### config.mk
export PLATFORM = sky130hd
export DESIGN_NAME = cga_attrib_pipe
export DESIGN_NICKNAME = d
export VERILOG_FILES = /design/src/rtl/cga_attrib_pipe.sv
export SDC_FILE = /design/constraint.sdc
export NUM_CORES = 1
export LEC_CHECK = 0
export ABC_AREA = 1
export CORE_MARGIN = 10
export CORE_UTILIZATION = 45
export CTS_BUF_LIST = sky130_fd_sc_hd__clkbuf_8
export DETAILED_ROUTE_END_ITERATION = 10
export GPL_TIMING_DRIVEN = 0
export PLACE_DENSITY = 0.69
export RECOVER_POWER = 25
export SYNTH_ARGS = -nofsm -noshare
export SYNTH_HDL_FRONTEND = slang
export SYNTH_SLANG_ARGS = --single-unit
### constraint.sdc
create_clock -name clk -period 5.79 [get_ports clk]
set_clock_uncertainty 0.05 [all_clocks]
set_input_delay 1.4475 -clock clk [delete_from_list [all_inputs] [get_ports clk]]
set_output_delay 1.4475 -clock clk [all_outputs]
set_load 0.1 [all_outputs]
### src/rtl/cga_attrib_pipe.sv
// CGA attribute/colour pipeline: picks a 4-bit colour index from text, graphics or
// overscan sources, then maps it through a writable palette into a registered pixel.
module cga_attrib_pipe #(
  parameter int unsigned PIX_W     = 4,
  parameter int unsigned BLINK_DIV = 2
) (
  input  logic             clk,
  input  logic             reset,
  input  logic             pix_ce,
  input  logic [7:0]       att_byte,
  input  logic [7:0]       cga_color_reg,
  input  logic             grph_mode,
  input  logic             bw_mode,
  input  logic             mode_640,
  input  logic             tandy_16_mode,
  input  logic             blink_enabled,
  input  logic             display_enable,
  input  logic             hsync,
  input  logic             vsync,
  input  logic             cursor,
  input  logic             blink,
  input  logic             pix_in,
  input  logic             c0,
  input  logic             c1,
  input  logic             pix_640,
  input  logic [3:0]       pix_tandy,
  input  logic             pal_we,
  input  logic [3:0]       pal_addr,
  input  logic [PIX_W-1:0] pal_data,
  output logic [PIX_W-1:0] pix_out,
  output logic             pix_valid
);

  logic [1:0]       r_blink_sr;
  logic [3:0]       r_blink_cnt;
  logic             r_blinkdiv;
  logic [3:0]       r_idx;
  logic             r_blank;
  logic             r_s1_valid;
  logic [PIX_W-1:0] r_pal [16];

  logic       w_blink_rise;
  logic       w_alpha_dots;
  logic       w_mux_a;
  logic       w_mux_b;
  logic [3:0] w_bg;
  logic [3:0] w_grph_idx;
  logic [3:0] w_idx;
  logic       w_blank;
  logic       w_unused;

  assign w_unused = ^cga_color_reg[7:6];

  assign w_blink_rise = (r_blink_sr == 2'b01);

  // Blinking attribute hides the foreground during the off phase unless the cursor covers it.
  assign w_alpha_dots = (pix_in & (~(blink_enabled & att_byte[7] & ~cursor) | ~r_blinkdiv))
                      | (cursor & blink);

  assign w_mux_b = grph_mode | ~display_enable;
  assign w_mux_a = ~display_enable
                 | (grph_mode ? (tandy_16_mode ? 1'b0 : ~(~mode_640 & (c0 | c1)))
                              : ~w_alpha_dots);

  assign w_bg       = blink_enabled ? {1'b0, att_byte[6:4]} : att_byte[7:4];
  assign w_grph_idx = tandy_16_mode ? pix_tandy
                    : {cga_color_reg[4], c1, c0, bw_mode ? c0 : cga_color_reg[5]};
  assign w_blank    = hsync | vsync | (mode_640 & ~(display_enable & pix_640));

  always_comb begin
    w_idx = att_byte[3:0];
    case ({w_mux_b, w_mux_a})
      2'b00:   w_idx = att_byte[3:0];
      2'b01:   w_idx = w_bg;
      2'b10:   w_idx = w_grph_idx;
      default: w_idx = cga_color_reg[3:0];
    endcase
  end

  // Blink edge detect and divider run on every clk, independent of the pixel enable.
  always_ff @(posedge clk or posedge reset) begin
    if (reset) begin
      r_blink_sr  <= 2'b00;
      r_blink_cnt <= 4'd0;
      r_blinkdiv  <= 1'b0;
    end else begin
      r_blink_sr <= {r_blink_sr[0], blink};
      if (w_blink_rise) begin
        if (r_blink_cnt == 4'(BLINK_DIV - 1)) begin
          r_blink_cnt <= 4'd0;
          r_blinkdiv  <= ~r_blinkdiv;
        end else begin
          r_blink_cnt <= r_blink_cnt + 4'd1;
        end
      end
    end
  end

  always_ff @(posedge clk or posedge reset) begin
    if (reset) begin
      for (int i = 0; i < 16; i++) r_pal[i] <= PIX_W'(i);
    end else if (pal_we) begin
      r_pal[pal_addr] <= pal_data;
    end
  end

  // Stage 2 reads r_pal before this edge's write lands, so a same-cycle write shows next time.
  always_ff @(posedge clk or posedge reset) begin
    if (reset) begin
      r_idx      <= 4'd0;
      r_blank    <= 1'b1;
      r_s1_valid <= 1'b0;
      pix_out    <= '0;
      pix_valid  <= 1'b0;
    end else if (pix_ce) begin
      r_idx      <= w_idx;
      r_blank    <= w_blank;
      r_s1_valid <= 1'b1;
      pix_out    <= r_blank ? '0 : r_pal[r_idx];
      pix_valid  <= pix_valid | r_s1_valid;
    end
  end

endmodule

After elaboration in Yosys (flattened, before gate mapping)
Index checks and enable logic that the tools add are counted.
Widths: inputs -> output; s select.
- register bits after elaboration: 82
- bits of input ports: 46
- output and inout bits: 5
- word-level logic and storage cells: 74
- $add $sub $neg: 1
- magnitude comparators: 3
- equal/unequal tests: 4
- mux-type cells: 14
- bitwise logic cells: 25
- reduce and logical (&&, ||, !) cells: 3
- operator list (cell ; number):
    $bwmux 64 ; 1
    $mux 4 ; 7
    $bmux 4 s4 ; 1
    $demux 4 s4 ; 1
    $pmux 4 s3 ; 1
    $ge 5x5->1 const B ; 2
    $not 4->5 ; 2
    $not 1->1 ; 8
    $or 1x1->1 ; 8
    $and 1x1->1 ; 7
    $lt 5x1->1 const B ; 1
    $add 4x1->4 const B ; 1
    $eq 2x1->1 const B ; 2
    $eq 4x1->1 const B ; 1
    $mux 1 ; 3
    $eq 2x2->1 const B ; 1
    $logic_not 2->1 ; 1
    $reduce_and 2->1 ; 1
    $logic_and 1x1->1 ; 1

Logic depth before layout (Yosys ltp)
- depth in word-level cells: 11
- depth in mapped cells: 10
- mapped depth without buffers: 9

Least setup slack after synthesis
Ideal clock, no wire load.
- path type: register to output
- from: register pix_out[0]
- to: output pix_out[0]
- arrival time: 0.898 ns
- required time: 4.293 ns
- slack: 3.395 ns
- stages on the path, launching flop included: 1
- path buffers: 0
- cell sequence: dfrtp_1
- RTL lines (item ; line ; RTL):
    start, declared ; 30 ; output logic [PIX_W-1:0] pix_out,
    start signal, assigned ; 119 ; pix_out <= r_blank ? '0 : r_pal[r_idx];
No word-level cell between the ends.

Final worst setup path
- from: register pix_out[1]
- to: output pix_out[1]
No word-level cell between the ends.

==> reports/qor.yml <==
dieWidth_um: 116
numPortBuffers: 47
antennaDiodeCount: 0
yosys.area.top_type: "dfrtp_1"
rsz0062_at_grt: "false"
netlist_area_um2: 4130
hold_buffers: 0
avgSynthCellArea_um2: 7.47
slowest_stage: "clkdlybuf4s50_1"
postLayoutCellArea_um2: 4970
yosysWarnings: 0
tightest_slew_ns: 0.976
gp_congestion: 0.945
clk_path_buf_depth: 2
place_hpwl_mm: 7.87
wl_per_cell_um: 14.5
fin_ws_ns: 2.43
hold_viol: 0
hp-class: "reg -> reg"
drtIter0Drc: 381
dieArea_um2: 13400
ys_seq_elements: 82
critPathLaunchType: "flip-flop"
clkSlewWorstSetupHoldPaths_ns: 0.08
cts_max_level: 3
grt_pass1_vias: 3527
cts_resized: 0
critPathKind: "reg -> out"
pin_count: 51
slew_headroom_pct: 34.7
synth_nets: 599
cts_tree: "built"
arrival_ns: 1.86
holdWs_ns: 0.338
crit_chain: "clkdlybuf4s50_1"
period_needed_ns: 3.36
leakagePower_nw: 2.40
rows: 34
final_nets: 658
synth_edf_count: 0
outcome: "finished clean"
fin_util_pct: 56.4
numCtsBuffers: 9
synth_common_cells: "213 x nand2_1, 67 x o21ai_0, 63 x inv_1, 53 x nand3_1, 49 x dfrtp_1"
insertion_delay_ns: 0.36
crit_fanout: 2
max_stage_delay_ns: 1.14
end_kind: "primary output"
start_util_pct: 46.9
routed_via_density: 5.02
area_delta_synth_final_pct: 20.3
crit_family: "buffers and inverters"
drt_pass1_iterations: 5
drc_errors: 0
drt-total-wl_mm: 10.5
grt_start_max_net_pins: 76
drv_cap: 0
synth_cell_types: 23
root_buffer: "clkbuf_8"
postCtsSetupBuffers: 0
grt_pass1_wl_mm: 17.7
synthesis.instances: 553
ant_nets: 0
slew_violations: 0
dp_slack_ns: 2.80
yosys.area.top_type_share_pct: 29.7
vias: 3642
crit_buf_inv: 1
grt_usage_pct: 16.5
nFillCells: 879
drive_gt1_share_pct: 11.0
power.density_nw_per_um2: 311
cts.sinks: 82
design.core.area_um2: 8810
fmax_mhz: 298
synthArstFlopShare_pct: 100
final-setup-viol-count: 0
antenna_found_initial: 0
yosysSeqAreaShare_pct: 50.7
worst_ir_drop_vdd_uv: 142
post-route-period-util_pct: 58.0
placed_cell_area_um2: 4760
synth_ff_type: "dfrtp_1"
grt-ovfl-total: 0
tns_ns: 0
die_h_um: 116
required_ns: 4.29
synth.most_common_cell: "nand2_1"
synth.area.top_cells: "dfrtp_1 30%, dfstp_2 21%, nand2_1 19%, o21ai_0 8.1%, nand3_1 6.4%"
==> layer usage <==
layer  up-vias  wire [µm]  track usage [%]  share of wire, %
li1       1858          -                -                 -
met1      1677       4880             21.9                46
met2        91       4930             26.1                47
met3        16        548             3.62               5.2
met4         0        180             5.34               1.7
met5         -          0                0                 0
==> registers in the layout, summed over array words and instances, names as in the netlist <==
name,flops
r_s1_valid,1
r_pal,64
r_idx,4
r_blink_sr,2
pix_valid,1
r_blank,1
pix_out,4
r_blinkdiv,1
r_blink_cnt,4
==> stage by stage <==
stage | power [mW] | std cells
finish | 1.55 | 725
global route | 1.65 | 725
detailed placement | 1.13 | 709
CTS | 1.56 | 725
global placement | 1.12 | 708
floorplan | 1.01 | 553
==> cells by family after synthesis <==
kind of cell	Yosys count	share of synthesized area (%)
buf+inv	82	8.09
flops	82	50.7
compound gates	72	8.94
simple gates	314	31.6
xor+xnor	3	0.636
==> report_power, final <==
group          total, mW  switching (mW)  internal [mW]
sequential         0.765          0.0520          0.713
clock              0.427           0.205          0.221
combinational      0.355           0.220          0.135
==> worst paths after layout <==
kind	to	depth (start not counted)	startpoint	slack, ns
max	pix_out[1]	1	pix_out[1]	2.43
min	r_blink_sr[1]	0	r_blink_sr[0]	0.34
max reg2reg	pix_out[1]	10	r_idx[0]	4.20
min reg2reg	r_blink_sr[1]	0	r_blink_sr[0]	0.34
max in group asynchronous	r_blank	3	reset	3.50
min in group asynchronous	r_blink_cnt[2]	2	reset	1.47
==> cell type report <==
class | count | area (µm²) | share of cell area (%)
Buffer | 16 | 86.3 | 1.74
Clock buffer | 11 | 151 | 3.05
Clock inverter | 5 | 53.8 | 1.08
Inverter | 66 | 249 | 5.01
Multi-Input combinational cell | 389 | 1700 | 34.2
Sequential cell | 82 | 2090 | 42.1
Tap cell | 108 | 135 | 2.72
Timing Repair Buffer | 48 | 498 | 10.0
==> cells in the final DEF (no fill, tap or decap), drive strengths merged <==
cell type / Yosys / final
a21oi: 3 / 3
buf: 9 / 10
bufinv: 0 / 1
clkbuf: 7 / 18
clkdlybuf4s50: 0 / 45
clkinvlp: 0 / 2
dfrtp: 49 / 49
dfstp: 33 / 33
dlygate4sd3: 0 / 2
inv: 66 / 68
nand2: 213 / 213
nand3: 53 / 53
nand4: 10 / 10
nor2: 34 / 34
nor3: 2 / 2
nor4: 2 / 2
o21ai: 67 / 67
o21bai: 2 / 2
xnor2: 1 / 1
xor2: 2 / 2
Note: power is estimated with default switching activity, not from simulation.
